### src/rtl/piso_tx_pkg.sv
// Shared definitions for the piso serial link: FSM state encoding and line levels.
// The matching receiver imports this package so both ends agree on framing.
package piso_tx_pkg;

    typedef enum logic [1:0] {
        IDLE  = 2'd0,
        START = 2'd1,
        SHIFT = 2'd2,
        STOP  = 2'd3
    } state_e;

    localparam logic IDLE_LEVEL  = 1'b1;
    localparam logic START_LEVEL = 1'b0;
    localparam logic STOP_LEVEL  = 1'b1;

    // One spare bit keeps the bit counter wide enough for WIDTH=1.
    function automatic int cnt_width(input int w);
        return $clog2(w) + 1;
    endfunction

endpackage

### src/rtl/piso_shift_reg.sv
// Loadable shift register feeding the serial line; bit_o is the bit currently at the
// outgoing end, selected by MSB_FIRST.
module piso_shift_reg #(
    parameter int WIDTH     = 4,
    parameter bit MSB_FIRST = 1'b1
) (
    input  logic             clk,
    input  logic             rst,
    input  logic             load_i,
    input  logic             shift_i,
    input  logic [WIDTH-1:0] d_i,
    output logic             bit_o
);

    logic [WIDTH-1:0] q_q;
    logic [WIDTH-1:0] q_d;

    always_comb begin
        q_d = q_q;
        if (load_i) begin
            q_d = d_i;
        end else if (shift_i) begin
            q_d = MSB_FIRST ? (q_q << 1) : (q_q >> 1);
        end
    end

    always_ff @(posedge clk) begin
        if (rst) begin
            q_q <= '0;
        end else begin
            q_q <= q_d;
        end
    end

    assign bit_o = MSB_FIRST ? q_q[WIDTH-1] : q_q[0];

endmodule

### src/rtl/piso_tx.sv
// Parallel-in serial-out transmitter: frames a captured WIDTH-bit word as
// start bit, data bits, stop bit on a single registered line.
module piso_tx
    import piso_tx_pkg::*;
#(
    parameter int WIDTH     = 4,
    parameter bit MSB_FIRST = 1'b1
) (
    input  logic             clk,
    input  logic             rst,
    input  logic             load,
    input  logic [WIDTH-1:0] d,
    output logic             sout,
    output logic             busy,
    output logic             done
);

    localparam int                CNT_W    = cnt_width(WIDTH);
    localparam logic [CNT_W-1:0]  LAST_BIT = CNT_W'(WIDTH - 1);

    state_e           state_q;
    logic [CNT_W-1:0] cnt_q;
    logic             sout_q;
    logic             busy_q;
    logic             done_q;

    logic sr_load;
    logic sr_shift;
    logic sr_bit;

    // The register advances on the same edge that copies its outgoing bit onto
    // sout_q, so the line always shows the bit that was at the end one cycle earlier.
    assign sr_load  = (state_q == IDLE) && load;
    assign sr_shift = (state_q == START) || (state_q == SHIFT);

    piso_shift_reg #(
        .WIDTH     (WIDTH),
        .MSB_FIRST (MSB_FIRST)
    ) u_shift_reg (
        .clk     (clk),
        .rst     (rst),
        .load_i  (sr_load),
        .shift_i (sr_shift),
        .d_i     (d),
        .bit_o   (sr_bit)
    );

    always_ff @(posedge clk) begin
        if (rst) begin
            state_q <= IDLE;
            cnt_q   <= '0;
            sout_q  <= IDLE_LEVEL;
            busy_q  <= 1'b0;
            done_q  <= 1'b0;
        end else begin
            case (state_q)
                IDLE: begin
                    sout_q <= IDLE_LEVEL;
                    busy_q <= 1'b0;
                    done_q <= 1'b0;
                    if (load) begin
                        state_q <= START;
                        sout_q  <= START_LEVEL;
                        busy_q  <= 1'b1;
                    end
                end
                START: begin
                    state_q <= SHIFT;
                    cnt_q   <= '0;
                    sout_q  <= sr_bit;
                    busy_q  <= 1'b1;
                end
                SHIFT: begin
                    busy_q <= 1'b1;
                    if (cnt_q == LAST_BIT) begin
                        state_q <= STOP;
                        sout_q  <= STOP_LEVEL;
                        done_q  <= 1'b1;
                    end else begin
                        cnt_q  <= cnt_q + 1'b1;
                        sout_q <= sr_bit;
                    end
                end
                STOP: begin
                    state_q <= IDLE;
                    sout_q  <= IDLE_LEVEL;
                    busy_q  <= 1'b0;
                    done_q  <= 1'b0;
                end
                default: begin
                    state_q <= IDLE;
                    sout_q  <= IDLE_LEVEL;
                    busy_q  <= 1'b0;
                    done_q  <= 1'b0;
                end
            endcase
        end
    end

    assign sout = sout_q;
    assign busy = busy_q;
    assign done = done_q;

endmodule

### config.mk
export PLATFORM = sky130hd
export DESIGN_NAME = piso_tx
export DESIGN_NICKNAME = d
export VERILOG_FILES = /design/src/rtl/piso_tx_pkg.sv /design/src/rtl/piso_shift_reg.sv /design/src/rtl/piso_tx.sv
export SDC_FILE = /design/constraint.sdc
export NUM_CORES = 1
export LEC_CHECK = 0
export BUFFER_PORTS_ARGS = -buffer_cell sky130_fd_sc_hd__buf_2
export CAP_MARGIN = 20
export CELL_PAD_IN_SITES_DETAIL_PLACEMENT = 0
export CELL_PAD_IN_SITES_GLOBAL_PLACEMENT = 1
export CORE_UTILIZATION = 42
export DETAILED_ROUTE_END_ITERATION = 10
export GPL_ROUTABILITY_DRIVEN = 0
export GPL_TIMING_DRIVEN = 0
export PLACE_DENSITY_LB_ADDON = 0.1
export SLEW_MARGIN = 30
export SYNTH_ARGS = -nofsm -noshare
export SYNTH_HDL_FRONTEND = slang
export SYNTH_SLANG_ARGS = --single-unit
### constraint.sdc
create_clock -name clk -period 3.2 [get_ports clk]
set_clock_uncertainty 0.1 [all_clocks]
set_input_delay 0.16 -clock clk [delete_from_list [all_inputs] [get_ports clk]]
set_output_delay 0.16 -clock clk [all_outputs]
set_load 0.05 [all_outputs]
==> results of run 1 <==
==> final timing paths <==
check	to	depth (start not counted)	from	slack, ns
max reg2reg	cnt_q[2]	5	cnt_q[0]	1.69
min	u_shift_reg.q_q[0]	3	d[0]	0.03
max	cnt_q[2]	5	cnt_q[0]	1.69
min reg2reg	cnt_q[2]	2	cnt_q[2]	0.37
==> metrics by stage <==
stage | std cells | hold WS, ns
2_1_floorplan | 65 | 0.163
3_3_place_gp | 89 | 0.289
3_5_place_dp | 89 | 0.291
4_1_cts | 94 | 0.0305
5_1_grt | 94 | 0.0463
6_report | 94 | 0.0317
==> cell usage in the layout (no fill, tap or decap), types with 4 or more instances in the layout <==
master and n:
ha_1 7, a21oi_1 6, nand2_1 4, a211oi_1 4, buf_2 9, nor2_1 6
dfxtp_1 12
==> registers in the layout, summed over array words and instances (netlist names) <==
signal / count
cnt_q: 3
u_shift_reg.q_q: 4
done: 1
state_q: 2
busy: 1
sout: 1
==> final cells by class <==
cell class	instances	area (um2)	area share
flip-flops and latches	12	240	0.335
clock buffers	4	36.3	0.0506
repair buffers	10	55.1	0.0768
inverters	3	11.3	0.0157
multi-input cells	48	344	0.480
well taps	15	18.8	0.0262
plain buffers	2	11.3	0.0157
==> cells by family (layout without fill, tap and decap cells) <==
kind of cell               count (synthesis)  after routing  synth area share
and+or+nand+nor                           21             21             0.188
AOI/OAI and AO/OA                         17             17             0.186
adders and majority gates                  7              7             0.144
DFF                                       12             12             0.396
muxes                                      3              3            0.0495
buffers and inverters                      5             19            0.0371
==> report_power, final <==
group / internal (mW) / switching, mW
sequential: 0.197 / 0.0281
clock: 0.0692 / 0.0554
combinational: 0.138 / 0.204
total: 0.404 / 0.288
==> worst max-delay path: stages, from the launching register on <==
cell,delay [ns]
dfxtp_1,0.34
ha_1,0.21
ha_1,0.20
nand2b_2,0.21
or3_1,0.31
o31ai_1,0.06
==> layer usage <==
| layer | track usage | wire [um] |
|---|---|---|
| met1 | 0.198 | 579 |
| met4 | 0.129 | 25 |
| met5 | 0 | 0 |
| met2 | 0.222 | 460 |
| met3 | 0.0333 | 18 |
==> impl_metrics.ini, run 1 <==
[synth]
ys_types = 23
syn_area_per_cell_um2 = 9.34
yosysWarningCount = 0
synth_common_cells = 12 x dfxtp_1, 7 x ha_1, 6 x a21oi_1, 6 x nor2_1
syn-num-nets = 79
synth_top_flop_cell = dfxtp_1
synth_seq_cells = 12
synth_top_area_frac = 0.396
yosysMostFrequentCell = dfxtp_1
synth_enable_flop_cells = 0
yosys.area.top_type = dfxtp_1
ys_seq_area_frac = 0.396
ys_async_sr_fraction = 0
synthesis.area_um2 = 607
synth_area_leaders = dfxtp_1 40%, ha_1 14%, a21oi_1 4.9%
syn_inst = 65

[final_layout]
post-route-util = 0.544
stdcell_area_um2 = 717
drive_above_1_share = 0.253
final_nets = 94
area_growth_pct = 18.1
nFillCells = 131
antenna_cells = 0

[clock_network]
ctsResizeCount = 0
post_cts_buffers = 0
htreeDepth = 1
clock-sinks = 12
numCtsBuffers = 3
cts_max_path_buffers = 2
cts_hold_buf = 1
cts_tree = built
root_buffer = clkbuf_4
clock_latency_ns = 0.28
path_clk_slew_ns = 0.09

[placement]
dp_hpwl_um = 777
place_area_um2 = 671
post-place-ws_ns = 1.70
numPortBuffers = 9

[routing]
drc = 0
firstDrtPassIters = 2
drt_iter0_markers = 7
post_drt_wl_per_cell_um = 11.5
ant_nets = 0
drt-vias-per-instance = 5.00
via_count = 470
routed_wl_um = 1080

[global_route]
overflow = 0
grtUsageTotal = 0.156
grt_pass1_vias = 374
antenna_found_initial = 0
grt_pass1_wl_um = 1560
grt_max_degree = 11

[floorplan]
start_util = 0.461
die_area_mm2 = 0.00160
core_mm2 = 0.00132
core.rowCount = 13
dieHeight_um = 40.0
die_w_um = 40.0
ioPinCount = 10

[outcome]
outcome = completed

[setup_path]
critical_path_class = flip-flop to flip-flop
start_kind = flip-flop
crit_path_end_kind = flip-flop
worstPathRequired_ns = 3.29
cp_max_fo = 4
cp.arrival_ns = 1.60

[timing]
min_period_ns = 1.51
worstMarginPinSlew_ns = 0.502
fmax_mhz = 664
fin_crit_sh = 0.470
setup_ws_ns = 1.69
slew_violations = 0
relSlewSlack = 0.665
finalHoldViolCount = 0
finalSetupViolations = 0
rsz0062_at_grt = no
setup_tns_ns = 0

[power]
finalPower_mw = 0.692
ir_worst_vdd_mv = 0.472
power_density_mw_per_mm2 = 965
p_leak_nw = 0.303

[worst_hold_path]
worstHoldPathType = primary input to flip-flop

[flow_run]
maxCapViolCount = 0
No activity file was read; power rests on OpenSTA's default activity.
==> run 2, diff against run 1 <==
Settings changed: CORE_UTILIZATION 42 to 39.
Clock period 3.2 ns to 1.53 ns, I/O delays scaled along.
==> impl_metrics.ini, run 2 (synthesis gave the netlist of run 1 again) <==
[final_layout]
drive_above_1_share = 0.265
post-route-util = 0.559
mostFrequentLayoutCells = 10 x dfxtp_1, 9 x buf_2
antenna_cells = 0
area_growth_pct = 25.8
nFillCells = 127
multiInputGateArea_um2 = 352
final_nets = 99
largest_registers = u_shift_reg.q_q: 4 flops, cnt_q: 3 flops, state_q: 2 flops
final_common_cell = dfxtp_1
register_area_um2 = 243
regMostFlops = u_shift_reg.q_q
largest_reg_flops = 4

[timing]
fmax_mhz = 691
finalSetupViolations = 0
relSlewSlack = 0.663
fin_crit_sh = 0.945
rsz0062_at_grt = no
setup_tns_ns = 0
worstMarginPinSlew_ns = 0.506
min_period_ns = 1.45
finalHoldViolCount = 0
slew_violations = 0

[floorplan]
die_area_mm2 = 0.00172
die_w_um = 41.4
start_util = 0.444
core.rowCount = 13
ioPinCount = 10
dieHeight_um = 41.4
core_mm2 = 0.00137

[routing]
drc = 0
firstDrtPassIters = 2
via_count = 486
ant_nets = 0
drt-vias-per-instance = 4.96
drt_iter0_markers = 4
post_drt_wl_per_cell_um = 11.7
routed_wl_um = 1150

[flow_run]
maxCapViolCount = 0

[clock_network]
numCtsBuffers = 3
htreeDepth = 1
cts_tree = built
path_clk_slew_ns = 0.07
cts_max_path_buffers = 2
clock_latency_ns = 0.27
clock-sinks = 12
root_buffer = clkbuf_4

[global_route]
grt_max_degree = 11
grt_pass1_wl_um = 1890
overflow = 0
grtUsageTotal = 0.147
grt_pass1_vias = 455
antenna_found_initial = 0

[placement]
dp_hpwl_um = 813
numPortBuffers = 9

[setup_path]
crit_path_end_kind = flip-flop
cp.arrival_ns = 1.53
start_kind = flip-flop
worstPathRequired_ns = 1.61
critical_path_class = flip-flop to flip-flop
cp_max_fo = 7

[power]
p_leak_nw = 0.318
ir_worst_vdd_mv = 1.21
power_density_mw_per_mm2 = 1840

[worst_hold_path]
worstHoldPathType = flip-flop to flip-flop

[outcome]
outcome = completed
==> run 2: cell type report <==
class | instances | area share
Multi-Input combinational cell | 48 | 0.461
Sequential cell | 12 | 0.318
Tap cell | 15 | 0.0246
Buffer | 2 | 0.0148
Clock buffer | 3 | 0.0295
Inverter | 3 | 0.0148
Timing Repair Buffer | 15 | 0.138
==> run 2: path summary, 6_finish.rpt <==
check,start,end,slack [ns],depth (start not counted)
setup / recovery,state_q[1],u_shift_reg.q_q[1],0.08,5
hold / removal,cnt_q[0],cnt_q[0],0.35,1
setup reg to reg,state_q[1],u_shift_reg.q_q[1],0.08,5
hold reg to reg,cnt_q[0],cnt_q[0],0.35,1
==> run 2: routing by layer <==
metal  global-route usage  wire, um  vias up
li1                     -         -      266
met1                0.169       581      208
met2                0.228       512       10
met3               0.0652        47        2
met4               0.0774        10        0
met5                    0         0        -
==> run 2: per-stage QoR <==
stage / setup slack, ns / instance area (um2) / hold slack (ns) / total power [mW] / cells
2_1_floorplan: 0.114 / 607 / 0.0791 / 1.06 / 65
3_3_place_gp: 0.0201 / 671 / 0.227 / 1.19 / 89
3_5_place_dp: 0.0296 / 671 / 0.225 / 1.20 / 89
4_1_cts: 0.00113 / 753 / 0.382 / 1.41 / 98
5_1_grt: 0.00209 / 763 / 0.375 / 1.51 / 98
6_report: 0.0837 / 763 / 0.350 / 1.41 / 98
==> run 2: critical path, cell delays in order (launching register included) <==
cell and delay (ns):
dfxtp_1 0.35, inv_1 0.10, ha_1 0.27, buf_4 0.16, mux2i_1 0.11, a211oi_1 0.25
==> run 2: report_power, final <==
| part | internal (mW) | switching [mW] | leakage (nW) |
|---|---|---|---|
| Sequential | 0.418 | 0.0606 | 0.0992 |
| Combinational | 0.300 | 0.438 | 0.205 |
| Clock | 0.0911 | 0.0985 | 0.0138 |
==> run 2: repair_timing <==
item | CTS | global route
resized for setup | 0 | 4
buffers inserted | 0 | 0
hold endpoints to repair | 6 | 0
hold buffers | 6 | 0
setup endpoints to repair | 0 | 7
==> run 3, diff against run 2 <==
--- a/config.mk
+++ b/config.mk
@@ -11,3 +11,3 @@
 export CELL_PAD_IN_SITES_GLOBAL_PLACEMENT = 1
-export CORE_UTILIZATION = 39
+export CORE_UTILIZATION = 40
 export DETAILED_ROUTE_END_ITERATION = 10
@@ -19,2 +19,3 @@
 export SYNTH_HDL_FRONTEND = slang
+export SYNTH_HIERARCHICAL = 1
 export SYNTH_SLANG_ARGS = --single-unit
==> constraint.sdc (replaced) <==
create_clock -name clk -period 1.53 [get_ports clk]
set_clock_uncertainty 0.1 [all_clocks]
set_input_delay 0.153 -clock clk [delete_from_list [all_inputs] [get_ports clk]]
set_output_delay 0.153 -clock clk [all_outputs]
set_load 0.05 [all_outputs]
==> impl_metrics.ini, run 3 <==
[setup_path]
r2r-end = u_shift_reg/q_q[0]
cp.arrival_ns = 1.55
crit_start = state_q[1]
critical_path_class = flip-flop to flip-flop
crit_family = simple AND/OR/NAND/NOR gates
r2r_slack_ns = 0.08
worst-path-buf-inv = 1
cp.depth = 5
critPathMaxStageDelay_ns = 0.37
path_cells = inv_1, ha_2, and2_4, or3b_1, a21oi_1
worstPathRequired_ns = 1.63
start_kind = flip-flop
r2r_cells = 5
r2r_start = state_q[1]
cp_max_fo = 6
cpMaxStageDelayCell = or3b_1
endpoint = u_shift_reg/q_q[0]
crit_path_end_kind = flip-flop

[clock_network]
numCtsBuffers = 3
cts_tree = built
htreeDepth = 1
path_clk_slew_ns = 0.07
cts_max_path_buffers = 2
clock-sinks = 12
clock_latency_ns = 0.26
root_buffer = clkbuf_4

[synth]
synth_seq_cells = 12
syn_inst = 68
yosysWarningCount = 6
synth_common_cells = 12 x dfxtp_1, 7 x ha_1, 5 x a21oi_1, 5 x inv_1, 5 x nand2_1
synth_top_flop_cell = dfxtp_1
syn-num-nets = 82
yosys.area.top_type = dfxtp_1
ys_seq_area_frac = 0.378
ys_async_sr_fraction = 0
synth_top_area_frac = 0.378
syn_area_per_cell_um2 = 9.35
ys_types = 25
synth_enable_flop_cells = 0
synthesis.area_um2 = 636
yosysMostFrequentCell = dfxtp_1
synth_area_leaders = dfxtp_1 38%, ha_1 14%, mux2i_1 6.3%

[floorplan]
core.rowCount = 14
die_area_mm2 = 0.00175
dieHeight_um = 41.9
start_util = 0.427
core_mm2 = 0.00149
die_w_um = 41.9
ioPinCount = 10

[timing]
fmax_mhz = 688
finalSetupViolations = 0
setup_tns_ns = 0
rsz0062_at_grt = no
slew_violations = 0
worstMarginPinSlew_ns = 0.250
finalHoldViolCount = 0
fin_crit_sh = 0.951
relSlewSlack = 0.834
holdWs_ns = 0.0277
min_period_ns = 1.45

[placement]
numPortBuffers = 9
dp_hpwl_um = 827
place_inst = 93

[power]
power_density_mw_per_mm2 = 1620
p_leak_nw = 0.332
ir_worst_vdd_mv = 0.806

[routing]
via_count = 513
ant_nets = 0
post_drt_wl_per_cell_um = 11.7
drc = 0
routed_wl_um = 1160
drt_iter0_markers = 4
firstDrtPassIters = 4
drt-vias-per-instance = 5.18

[final_layout]
mostFrequentLayoutCells = 10 x buf_2, 9 x dfxtp_1
drive_above_1_share = 0.325
nFillCells = 149
largest_registers = u_shift_reg/q_q: 4 flops, cnt_q: 3 flops, state_q: 2 flops
fin_cells = 99
area_growth_pct = 19.5
regMostFlops = u_shift_reg/q_q
antenna_cells = 0
final_common_cell = buf_2
largest_reg_flops = 4
final_nets = 99

[global_route]
antenna_found_initial = 0
grt_pass1_wl_um = 2010
overflow = 0
grtUsageTotal = 0.159
grt_pass1_vias = 480
grt_max_degree = 11

[worst_hold_path]
worstHoldPathType = primary input to flip-flop

[outcome]
outcome = completed

[flow_run]
maxCapViolCount = 0
## run 3: logic make-up after synthesis
kind of cell	synth area share
simple gates	0.197
compound gates	0.187
flops	0.378
fa+ha+maj	0.138
buf+inv	0.0374
mux	0.0630
## run 3: final cells by class
class,instances,area (um2),area share
plain buffers,1,5.00,0.00659
inverters,5,18.8,0.0247
flip-flops and latches,12,244,0.321
well taps,16,20.0,0.0264
repair buffers,12,70.1,0.0923
multi-input cells,50,379,0.499
clock buffers,3,22.5,0.0297
## run 3: metal layers
layer	wire length [um]	GRT usage
met2	567	0.247
met4	17	0.116
met3	26	0.0391
met5	0	0
met1	544	0.187
## run 3: report_power, final
part	internal, mW	total [mW]	switching [mW]
clock network	0.0908	0.189	0.0980
logic	0.262	0.604	0.341
registers	0.395	0.439	0.0444
## run 3: worst reg2reg max path: cells and delay by family, from the launching register on
kind            cells  cell delay, ns
buf+inv             1            0.08
simple gates        2            0.53
fa+ha+maj           1            0.19
compound gates      1            0.14
flops               1            0.36
## run 3: what timing repair did
item,in CTS,in global routing
endpoints found under the setup margin,1,2
buffers inserted,1,1
resized for setup,4,3
endpoints found under the hold margin,4,0
hold buffers,1,0
## run 3: per-stage QoR
stage / setup slack, ns / power [mW] / cell area [um2] / util
after CTS: 0.0124 / 1.22 / 747 / 0.502
after global routing: 0.00608 / 1.34 / 759 / 0.510
after floorplan: 0.0501 / 0.884 / 636 / -
final: 0.0756 / 1.23 / 759 / 0.510
after detailed placement: -0.0898 / 0.993 / 701 / 0.471
after global placement: -0.0842 / 0.995 / 701 / 0.471
## run 3: worst min-delay path by stage
stage	slack (ns)	end	depth (start not counted)	from
global route	0.02	u_shift_reg/q_q[0]	3	d[0]
CTS	0.02	u_shift_reg/q_q[0]	3	d[0]
detailed placement	0.28	u_shift_reg/q_q[1]	2	rst
global placement	0.28	u_shift_reg/q_q[0]	2	rst
finish	0.03	u_shift_reg/q_q[0]	3	d[0]
floorplan	0.12	u_shift_reg/q_q[0]	1	rst
